==> src/rtl/svc_soc_uart_tx_fifo_if.sv <==
// Bus interface for the UART TX byte FIFO.
// The master side is the MMIO write strobe plus the serializer handshake.
// The slave side is the FIFO itself.
interface svc_soc_uart_tx_fifo_if #(
    parameter int DEPTH = 16
);
    localparam int ADDR_WIDTH = $clog2(DEPTH);

    // MMIO push side
    logic                  wr_en;
    logic [7:0]            wr_data;
    logic                  ovf_clr;

    // serializer side
    logic                  utx_valid;
    logic [7:0]            utx_data;
    logic                  utx_ready;

    // status back to the MMIO status register
    logic [ADDR_WIDTH:0]   count;
    logic                  empty;
    logic                  full;
    logic                  ovf;

    modport master (
        output wr_en,
        output wr_data,
        output ovf_clr,
        output utx_ready,
        input  utx_valid,
        input  utx_data,
        input  count,
        input  empty,
        input  full,
        input  ovf
    );

    modport slave (
        input  wr_en,
        input  wr_data,
        input  ovf_clr,
        input  utx_ready,
        output utx_valid,
        output utx_data,
        output count,
        output empty,
        output full,
        output ovf
    );
endinterface

==> src/rtl/svc_soc_uart_tx_fifo.sv <==
// UART TX byte FIFO: buffers CPU writes to the TX data register while the
// serializer is busy. First-word-fall-through with a one-cycle push-to-visible
// latency, no write-through bypass, and a sticky overflow flag for dropped
// pushes. DEPTH must be a power of two (pointers wrap by natural overflow).
module svc_soc_uart_tx_fifo #(
    parameter int DEPTH = 16
) (
    input  logic                       clk,
    input  logic                       rst,
    svc_soc_uart_tx_fifo_if.slave      bus
);
    localparam int ADDR_WIDTH = $clog2(DEPTH);
    localparam int CNT_WIDTH  = ADDR_WIDTH + 1;

    // storage, deliberately not reset
    logic [7:0]            mem_r [DEPTH];

    // pointers and occupancy
    logic [ADDR_WIDTH-1:0] wr_ptr_r;
    logic [ADDR_WIDTH-1:0] rd_ptr_r;
    logic [CNT_WIDTH-1:0]  count_r;

    // registered status flags
    logic                  empty_r;
    logic                  full_r;
    logic                  valid_r;
    logic                  ovf_r;

    // next-state terms
    logic                  push_s;
    logic                  pop_s;
    logic                  drop_s;
    logic [CNT_WIDTH-1:0]  count_nxt_s;
    logic                  ovf_nxt_s;

    // Handshake decode and next occupancy. Fullness comes from the
    // registered count, so a push into a full FIFO is dropped even when a
    // pop happens in the same cycle.
    always_comb begin
        push_s      = bus.wr_en & ~full_r;
        pop_s       = valid_r & bus.utx_ready;
        drop_s      = bus.wr_en & full_r;
        count_nxt_s = count_r;
        case ({push_s, pop_s})
            2'b10:   count_nxt_s = count_r + CNT_WIDTH'(1);
            2'b01:   count_nxt_s = count_r - CNT_WIDTH'(1);
            default: count_nxt_s = count_r;
        endcase
    end

    // Sticky overflow: a dropped push outranks a same-cycle clear.
    always_comb begin
        ovf_nxt_s = ovf_r;
        if (drop_s) begin
            ovf_nxt_s = 1'b1;
        end else if (bus.ovf_clr) begin
            ovf_nxt_s = 1'b0;
        end else begin
            ovf_nxt_s = ovf_r;
        end
    end

    // Pointer, occupancy and status registers; reset empties the FIFO at once.
    always_ff @(posedge clk or posedge rst) begin
        if (rst) begin
            wr_ptr_r <= {ADDR_WIDTH{1'b0}};
            rd_ptr_r <= {ADDR_WIDTH{1'b0}};
            count_r  <= {CNT_WIDTH{1'b0}};
            empty_r  <= 1'b1;
            full_r   <= 1'b0;
            valid_r  <= 1'b0;
            ovf_r    <= 1'b0;
        end else begin
            if (push_s) begin
                wr_ptr_r <= wr_ptr_r + ADDR_WIDTH'(1);
            end
            if (pop_s) begin
                rd_ptr_r <= rd_ptr_r + ADDR_WIDTH'(1);
            end
            count_r <= count_nxt_s;
            empty_r <= (count_nxt_s == {CNT_WIDTH{1'b0}});
            full_r  <= (count_nxt_s == CNT_WIDTH'(DEPTH));
            valid_r <= (count_nxt_s != {CNT_WIDTH{1'b0}});
            ovf_r   <= ovf_nxt_s;
        end
    end

    // Data array write on an accepted push.
    always_ff @(posedge clk) begin
        if (push_s) begin
            mem_r[wr_ptr_r] <= bus.wr_data;
        end
    end

    // Head byte is a combinational read; forced to zero while nothing is
    // valid so the uninitialised array never shows X on the port.
    assign bus.utx_data  = valid_r ? mem_r[rd_ptr_r] : 8'h00;
    assign bus.utx_valid = valid_r;
    assign bus.count     = count_r;
    assign bus.empty     = empty_r;
    assign bus.full      = full_r;
    assign bus.ovf       = ovf_r;

endmodule

==> src/flat_wrapper.sv <==
// flat-port wrapper written by rule: the top's interface ports become plain ports
module svc_soc_uart_tx_fifo_flat 
#(
    parameter int DEPTH = 16
)
  (clk, rst, bus_wr_en, bus_wr_data, bus_ovf_clr, bus_utx_ready, bus_utx_valid, bus_utx_data, bus_count, bus_empty, bus_full, bus_ovf);
  svc_soc_uart_tx_fifo_if #(.DEPTH(DEPTH)) bus_i ();
  input  logic clk;
  input  logic rst;
  input wire logic [$bits(bus_i.wr_en)-1:0] bus_wr_en;
  input wire logic [$bits(bus_i.wr_data)-1:0] bus_wr_data;
  input wire logic [$bits(bus_i.ovf_clr)-1:0] bus_ovf_clr;
  input wire logic [$bits(bus_i.utx_ready)-1:0] bus_utx_ready;
  output wire logic [$bits(bus_i.utx_valid)-1:0] bus_utx_valid;
  output wire logic [$bits(bus_i.utx_data)-1:0] bus_utx_data;
  output wire logic [$bits(bus_i.count)-1:0] bus_count;
  output wire logic [$bits(bus_i.empty)-1:0] bus_empty;
  output wire logic [$bits(bus_i.full)-1:0] bus_full;
  output wire logic [$bits(bus_i.ovf)-1:0] bus_ovf;
  assign bus_i.wr_en = bus_wr_en;
  assign bus_i.wr_data = bus_wr_data;
  assign bus_i.ovf_clr = bus_ovf_clr;
  assign bus_i.utx_ready = bus_utx_ready;
  assign bus_utx_valid = bus_i.utx_valid;
  assign bus_utx_data = bus_i.utx_data;
  assign bus_count = bus_i.count;
  assign bus_empty = bus_i.empty;
  assign bus_full = bus_i.full;
  assign bus_ovf = bus_i.ovf;
  svc_soc_uart_tx_fifo #(.DEPTH(DEPTH)) u_core (.clk(clk), .rst(rst), .bus(bus_i));
endmodule
==> config.mk <==
export PLATFORM = sky130hd
export DESIGN_NAME = svc_soc_uart_tx_fifo_flat
export DESIGN_NICKNAME = d
export VERILOG_FILES = /design/src/rtl/svc_soc_uart_tx_fifo_if.sv /design/src/rtl/svc_soc_uart_tx_fifo.sv /design/src/flat_wrapper.sv
export SDC_FILE = /design/constraint.sdc
export NUM_CORES = 1
export LEC_CHECK = 0
export ABC_CLOCK_PERIOD_IN_PS = 3000
export BUFFER_PORTS_ARGS = -buffer_cell sky130_fd_sc_hd__buf_2
export CORE_MARGIN = 5
export CORE_UTILIZATION = 40
export CTS_CLUSTER_SIZE = 20
export DETAILED_ROUTE_END_ITERATION = 12
export SYNTH_ARGS = -nofsm -noshare
export SYNTH_HDL_FRONTEND = slang
export SYNTH_SLANG_ARGS = --single-unit
==> constraint.sdc <==
create_clock -name clk -period 3 [get_ports clk]
set_input_delay 0.45 -clock clk [delete_from_list [all_inputs] [get_ports clk]]
set_output_delay 0.45 -clock clk [all_outputs]
set_load 0.02 [all_outputs]
-- Word-level counts from Yosys, hierarchy flattened
Memories as Yosys holds them, arrays and structs flattened.
Index checks and enable logic that the tools add are counted.
- multiplexer cells: 6
- equality and inequality tests: 3
- reduce and logical (&&, ||, !) cells: 3
- $add $sub $neg: 4
- bitwise logic cells: 4
- operators by type and width (cell ; count):
    $pmux W5 S2 ; 1
    $add A4 B1 Y4 const B ; 2
    $mux W8 ; 1
    $add A5 B1 Y5 const B ; 1
    $eq A5 B5 Y1 const B ; 1
    $logic_not A5 Y1 ; 1
    $reduce_bool A5 Y1 ; 1
    $sub A5 B1 Y5 const B ; 1
    $mux W1 ; 4
    $and A1 B1 Y1 ; 3
    $eq A2 B1 Y1 const B ; 1
    $eq A2 B2 Y1 const B ; 1
    $reduce_bool A2 Y1 ; 1
    $not A1 Y1 ; 1
- logic and storage cells: 28
- RAM bits: 128
- flip-flop bits (word level): 17
- memories: 1
- output and inout port bits: 17
- memory list (name ; words ; bits a word ; read ports ; clocked after memory_dff ; write ports ; RTL line ; text):
    u_core.mem_r ; 16 ; 8 ; 1 ; 0 ; 1 ; svc_soc_uart_tx_fifo.sv:16 ; logic [7:0] mem_r [DEPTH];

-- Longest topological paths before layout
Gate-level depths: netlist (run 1).
- word-level depth: 5
- gate-level depth with buffers: 10
- gate-level depth less buffers: 9

-- Least setup slack after synthesis (run 1)
Ideal clock, no wire load.
- path type: reg2reg
- start point: reg u_core.full_r (netlist: u_core.bus.full)
- end point: reg u_core.valid_r (netlist: u_core.bus.utx_valid)
- clock period less this slack: 2.772 ns
- arrival time: 2.641 ns
- path slack: 0.228 ns
- library setup time: 0.131 ns
- path buffers: 1
- stages on the path, launching flop included: 11
- required time: 2.869 ns
- cell sequence: dfrtp_1 and2b_1 buf_2 nor2_1 xor2_1 ha_1 a21o_1 and3_4 or4b_1 a31o_1 or3_1
- word-level cells in the longest chain between the ends: 5
- elaborated cells on any way between the ends: 6
- classes of those cells: 2 x eq/ne; 1 x mux; 2 x bitwise; 1 x reduce/logical
- RTL lines (what ; RTL line ; text):
    start: declaration ; svc_soc_uart_tx_fifo.sv:25 ; logic full_r;
    start signal: assignment ; svc_soc_uart_tx_fifo.sv:82 ; full_r <= (count_nxt_s == CNT_WIDTH'(DEPTH));
    $not A1 Y1 (*) ; svc_soc_uart_tx_fifo.sv:40 ; push_s = bus.wr_en & ~full_r;
    $and A1 B1 Y1 (*) ; svc_soc_uart_tx_fifo.sv:40 ;
    $eq A2 B1 Y1 / $eq A2 B2 Y1 (equally long branches) ; svc_soc_uart_tx_fifo.sv:44 ; case ({push_s, pop_s})
    $pmux W5 S2 (*) ; svc_soc_uart_tx_fifo.sv:44 ;
    $reduce_bool A5 Y1 (*) ; svc_soc_uart_tx_fifo.sv:83 ; valid_r <= (count_nxt_s != {CNT_WIDTH{1'b0}});
    end signal: assignment ; svc_soc_uart_tx_fifo.sv:83 ;
    end: declaration ; svc_soc_uart_tx_fifo.sv:26 ; logic valid_r;
Mark *: on every way between the ends. The rest lies on a longest branch, timed or not.
A chain may end at the register's enable or synchronous reset.

-- Worst setup path in the final report (run 1)
- start point: reg u_core.rd_ptr_r[0]
- end point: out bus_utx_data[7]
- word-level cells in the longest chain between the ends: 2
- RTL lines (what ; RTL line ; text):
    start: declaration ; svc_soc_uart_tx_fifo.sv:20 ; logic [ADDR_WIDTH-1:0] rd_ptr_r;
    start signal: assignment ; svc_soc_uart_tx_fifo.sv:67 ; rd_ptr_r <= {ADDR_WIDTH{1'b0}};
    start signal: assignment ; svc_soc_uart_tx_fifo.sv:78 ; rd_ptr_r <= rd_ptr_r + ADDR_WIDTH'(1);
    $mem_v2 Z16 W8 ; -- ;
    $mux W8 ; svc_soc_uart_tx_fifo.sv:97 ; assign bus.utx_data = valid_r ? mem_r[rd_ptr_r] : 8'h00;
    end: declaration ; flat_wrapper.sv:15 ; output wire logic [$bits(bus_i.utx_data)-1:0] bus_utx_data;
Every way passes these cells.

==> metrics.md, run 1 <==
| Metric | Value |
|---|---|
| Outcome | completed |
| Final Power | 6.963 mW |
| Die Wd | 131.6 um |
| Multi-input gate area | 0.001526 sq mm |
| VDD IR-drop max | about 0.42 mV |
| Clock share of power | 0.292 |
| Setup_tns | 0 ns |
| Area leader, netlist | edfxtp_1 |
| Max Cap Violations | 0 |
| Fraction of layout cells with a size suffix above 1 | 0.3197 |
| Ys Warns | 0 |
| CP Class | register to output pin |
| # clock sinks | 145 |
| Total GRT Usage | 0.1315 |
| Vias post-DR | 2878 |
| CP Data Required Time | 2.55 ns |
| Num CTS Buffers | 17 |
| Post-synth top area share | 0.6502 |
| Async set or reset register ratio after synthesis | 0.1172 |
| M3 GR Usage | 0.03708 |
| Routed len/inst | about 20 um |
| CTS Root Cell | clkbuf_16 |
| 1st-pass router iterations | 4 |
| Min-delay worst type | input port to asynchronous set/reset pin |
| Vias in the first global route | 2925 |
| Worst-Skew Late Latency | 0.42 ns |
| Max Fclk | approximately 340 MHz |
| Worst-path clk slew | 0.06 ns |
| Post-synthesis cell type count | 42 |
| Internal power | between 4 and 5 mW |
| Switching Share | 0.3107 |
| Reg2reg end | u_core.bus.utx_valid |
| Largest cells by area after synthesis | edfxtp_1 65%, mux4_2 15%, dfrtp_1 6.8% |
| Fin cells | 550 |
| Critical Path Source Type | register |
| Layout Nets | 374 |
| Die Area | about 0.017 sq mm |
| Worst Skew | 0.01164 ns |
| # H-tree levels | 4 |
| Placed cells | slightly above 500 |
| Initial Utilization | 0.4068 |
| Most Crowded Layer GR | met2 |
| Remaining DRCs | 0 |
| Most common cell in the netlist | edfxtp_1 |
| Initial antenna violation count | 0 |
| Mapped Cells | 306 |
| Ys flop type | edfxtp_1 |
| Most frequent cells after synthesis | 128 x edfxtp_1, 40 x mux4_2, 16 x dfrtp_1, 16 x nor2_1, 12 x nand2_1 |
| PD cells | 1003 mW/mm^2 |
| Combinational Power Share | 0.319 |
| Slew Viols, Final | 0 |
| Post-DRT Antenna Nets | 0 |
| FF+latch count, synth | 145 |
| Fillers | 1250 |
| Reg2Reg Depth | 9 |
| Final Critical Period | roughly 2.9 ns |
| Slew @ Worst Pin | about 0.83 ns |
| Initial DRC count | 209 |
| Critical path peak fanout | 18 |
| Met2 global-route usage | 0.1998 |
| Global-route wire length before repair | 17210 um |
| Post-CTS Hold Buffers | 0 |
| Num rows | 44 |
| Cell Area, Synth | 0.005912 sq mm |
| DP Wirelength | 6881 um |
| Syn_nets | ~330 |
| Deepest clock path buffer count | 2 |
| FF+latch area | 0.004272 sq mm |
| Syn_area_per_cell | 19.32 sq um |
| Postcts setup bufs | 0 |
| Ports | 30 |
| Reg power frac | 0.389 |
| Fin. Hold Viols | 0 |
| Net Switching | between 2 and 2.5 mW |
| # diodes | 0 |
| Relative slew slack | 0.4471 |
| Placer Congestion | between 0.8 and 0.9 |
| Pleak | ~2.4 nW |
| Critical Path AT | 2.45 ns |
| GRT overflow | 0 |
| Die Ht | 131.6 um |
| Largest net degree at the start of global routing | 36 |
| Worst reg2reg setup slack | 0.32 ns |
| CTS tree | done |
| Number of synthesized flops with an enable pin | 128 |
| DR vias/cell | approximately 5.2 |
| Final setup vio count | 0 |
| Sequential-to-total area share from yosys stat | 0.7223 |
| Met1 GRT Util | 0.1863 |
| Synth-to-Final Area Change | 17.42% |
| Period utilization | 0.9674 |
| Reg2reg start | u_core.bus.full |
| Port bufs | 29 |
| Routed WL | roughly 11000 um |
| Worst Setup End Kind | output pin |
| Core box area | about 0.015 sq mm |
| RSZ-0062 raised after global routing | false |
## flip-flops by register name, summed over array words and instances, names as in the netlist
signal,cells
u_core.bus.count,5
u_core.bus.empty,1
u_core.bus.full,1
u_core.bus.ovf,1
u_core.bus.utx_valid,1
u_core.mem_r,128
u_core.rd_ptr_r,4
u_core.wr_ptr_r,4
## worst max path at each step
stage,start,to,slack [ns]
after detailed placement,bus_wr_en,u_core.bus.utx_valid,0.20
final,u_core.rd_ptr_r[0],bus_utx_data[7],0.1
after global routing,u_core.rd_ptr_r[0],bus_utx_data[1],0.01
after global placement,bus_wr_en,u_core.bus.utx_valid,0.26
after CTS,u_core.rd_ptr_r[0],bus_utx_data[7],0.04
after floorplan,u_core.bus.full,u_core.bus.utx_valid,0.23
## cell usage in the layout, fill, tap and decap left out, types with 2 or more instances in the layout
| cell type | count |
|---|---|
| o211a_1 | 2 |
| and2_1 | 8 |
| nand2b_1 | 2 |
| a21oi_1 | 4 |
| dfrtp_1 | 15 |
| nor2_1 | 16 |
| nand2_1 | 12 |
| clkbuf_1 | 3 |
| buf_2 | 29 |
| inv_2 | 2 |
| a21o_1 | 2 |
| mux4_2 | 40 |
| xnor2_1 | 8 |
| ha_1 | 8 |
| clkinvlp_4 | 2 |
| o21ai_0 | 3 |
| buf_4 | 11 |
| nor3b_1 | 2 |
| clkinv_4 | 5 |
| inv_1 | 9 |
| nand4_1 | 3 |
| nor3_1 | 6 |
| nand3_1 | 2 |
| bufinv_16 | 2 |
| edfxtp_1 | 128 |
| clkbuf_16 | 18 |
| clkinv_1 | 2 |
## routing by layer
metal  vias to the layer above  share of wire
li1                       1321              -
met1                      1487           0.47
met2                        61           0.48
met3                         9          0.037
met4                         0          0.017
met5                         -              0
## per-stage QoR
| stage | hold slack [ns] | utilization | worst slack, ns | cell area (sq um) |
|---|---|---|---|---|
| 5_1_grt | 0.1847 | 0.4776 | 0.01162 | 6942 |
| 3_3_place_gp | 0.4963 | 0.4360 | 0.2644 | 6337 |
| 2_1_floorplan | 0.3753 | - | 0.2279 | 5912 |
| 6_report | 0.1280 | 0.4776 | 0.09766 | 6942 |
| 4_1_cts | 0.1456 | 0.4754 | 0.03747 | 6909 |
| 3_5_place_dp | 0.4886 | 0.4360 | 0.2026 | 6337 |
## logic make-up after synthesis
| group | Yosys count | synth area share |
|---|---|---|
| AOI/OAI and AO/OA | 20 | 0.02476 |
| muxes | 41 | 0.1543 |
| xor gates and xnor gates | 9 | 0.01333 |
| adders and majority gates | 8 | 0.01693 |
| buffers and inverters | 26 | 0.01947 |
| DFF | 145 | 0.7223 |
| and+or+nand+nor | 57 | 0.04889 |
## cell type report
type / instances / area share
well taps: 184 / 0.03317
clock buffers: 20 / 0.06291
repair buffers: 43 / 0.04326
flip-flops and latches: 145 / 0.6154
multi-input cells: 135 / 0.2199
clock inverters: 12 / 0.01947
inverters: 11 / 0.005948
## power groups by stage
stage | sequential, mW | combinational (mW) | clock [mW]
2_1_floorplan | 2.66 | 1.64 | 0
3_3_place_gp | 2.74 | 2.19 | 0
6_report | 2.71 | 2.22 | 2.03
3_5_place_dp | 2.74 | 2.20 | 0
5_1_grt | 2.75 | 2.41 | 2.15
4_1_cts | 2.70 | 2.21 | 2.06
## critical path, cell delays in order (launching register included)
cell	delay (ns)
dfrtp_2	0.44
buf_16	0.21
mux4_2	0.57
mux4_2	0.48
and2_1	0.17
buf_2	0.15
## timing repair
action                     4_1_cts  5_1_grt
setup endpoints to repair        0        6
resized for setup                0        1
hold endpoints to repair         0        0
(Power assumes the default switching activity.)
==> inputs of run 2 (changes only) <==
BUFFER_PORTS_ARGS = -buffer_cell sky130_fd_sc_hd__buf_4   (was -buffer_cell sky130_fd_sc_hd__buf_2)
==> metrics.md, run 2 (same netlist as run 1, synthesis figures left out) <==
| Metric | Value |
|---|---|
| Die Ht | 131.6 um |
| Worst Skew | 0.005981 ns |
| Initial Utilization | 0.4068 |
| Post_cts resized | 0 |
| Post-route cell area | 0.007029 sq mm |
| Post-route met1 wirelength | between 5000 and 6000 um |
| PD cells | around 1000 mW/mm^2 |
| Period utilization | 0.9559 |
| # diodes | 0 |
| CP top delay family | multiplexers |
| Die Area | approximately 0.017 sq mm |
| CP peak stage delay | around 0.57 ns |
| VDD IR-drop max | around 0.38 mV |
| Largest net degree at the start of global routing | 36 |
| Bufs and invs on worst path | 2 |
| Placed inst area | 0.006430 sq mm |
| Relative slew slack | 0.4315 |
| Max Fclk | 348.7 MHz |
| Core box area | 0.01453 sq mm |
| Initial DRC count | 201 |
| Worst hold slack | approximately 0.15 ns |
| Worst-Skew Late Latency | slightly above 0.4 ns |
| Num rows | between 40 and 50 |
| Total GRT Usage | 0.1366 |
| Fillers | between 1000 and 1500 |
| Ports | 30 |
| Multi-input gate area | between 0.0015 and 0.002 sq mm |
| Post-DRT Antenna Nets | 0 |
| Final setup vio count | 0 |
| Slew Viols, Final | 0 |
| Setup ws final | 0.1322 ns |
| Slowest CP cell | mux4_2 |
| Placer Congestion | ~0.8 |
| Fin. Hold Viols | 0 |
| Critical path peak fanout | 15 |
| Deepest clock path buffer count | 2 |
| Worst-path clk slew | 0.06 ns |
| Vias post-DR | a little under 3000 |
| Pleak | 2.423 nW |
| Most common cell after layout, fill and taps aside | edfxtp_1 |
| Port bufs | 29 |
| Top reg by flops | u_core.mem_r |
| Global-route wire length before repair | 17860 um |
| RSZ-0062 raised after global routing | false |
| Vias in the first global route | between 3000 and 4000 |
| CP Launch Point | u_core.rd_ptr_r[0] |
| Place WS | 0.2051 ns |
| Critical Path Source Type | register |
| Slew @ Worst Pin | 0.8496 ns |
| Reg2reg start | u_core.bus.full |
| DP Wirelength | 7291 um |
| GRT overflow | 0 |
| Setup_tns | 0 ns |
| Fraction of layout cells with a size suffix above 1 | 0.3270 |
| CP Class | register to output pin |
| Remaining DRCs | 0 |
| # clock sinks | 145 |
| DR vias/cell | 5.229 |
| CP Data Required Time | roughly 2.6 ns |
| Layout Nets | 375 |
| Worst Setup End Kind | output pin |
| Top Metal Used | met4 |
| Num CTS Buffers | 17 |
| Critical Path AT | 2.42 ns |
| Metal2 WL | roughly 5400 um |
| FF+latch area | 0.004272 sq mm |
| Synth-to-Final Area Change | 18.90% |
| Outcome | completed |
| Initial antenna violation count | 0 |
| Final Critical Period | 2.868 ns |
| CP dominant cell by count | mux4_2 |
| # H-tree levels | 4 |
| Met3 wire len | ~400 um |
| Max Cap Violations | 0 |
| Crit path cell chain | buf_12, mux4_2, mux4_2, and2_1, buf_4 |
| Routed WL | 11180 um |
| Most frequent cells in the layout | 128 x edfxtp_1, 41 x buf_4, 40 x mux4_2 |
| Die Wd | 131.6 um |
| CTS Root Cell | clkbuf_16 |
| Routed len/inst | a little over 20 um |
| 1st-pass router iterations | 5 |
| Largest register FFs | 128 |
| Min-delay worst type | input port to asynchronous set/reset pin |
| CTS tree | done |
## run 2: through the flow
step	total power, mW	util	cells
finish	7.127	0.4836	551
global route	7.510	0.4836	551
CTS	7.209	0.4836	551
detailed placement	5.090	0.4424	518
global placement	5.063	0.4424	518
floorplan	4.299	-	306
## run 2: area by class of cell
type / count / area share
Clock buffer: 19 / 0.06159
Clock inverter: 13 / 0.02261
Inverter: 11 / 0.005874
Multi-Input combinational cell: 135 / 0.2172
Sequential cell: 145 / 0.6077
Tap cell: 184 / 0.03275
Timing Repair Buffer: 44 / 0.05233
## run 2: worst paths after layout
kind / to / slack, ns / cells after the start
worst min-delay path: u_core.wr_ptr_r[1] / 0.15 / 2
min in group clk: u_core.bus.ovf / 0.24 / 2
max in group asynchronous: u_core.rd_ptr_r[0] / 2.38 / 2
worst max-delay path: bus_utx_data[2] / 0.13 / 5
worst min register to register: u_core.bus.ovf / 0.54 / 2
worst max register to register: u_core.bus.utx_valid / 0.29 / 9
## run 2: report_power, final
group          switching (mW)  internal (mW)  leakage, nW  total [mW]
clock network           0.795           1.31        0.286        2.10
logic                    1.13           1.17        0.783        2.31
registers               0.230           2.48         1.35        2.71
## run 2: timing repair
action                                  in CTS  in global routing
buffers inserted                             1                  0
hold buffers                                 0                  0
endpoints found under the setup margin       7                  0
## run 2: metal layers
metal	up-vias	GRT usage
li1	1323	-
met1	1493	0.1918
met2	55	0.2085
met3	10	0.03937
met4	0	0.04114
met5	-	0
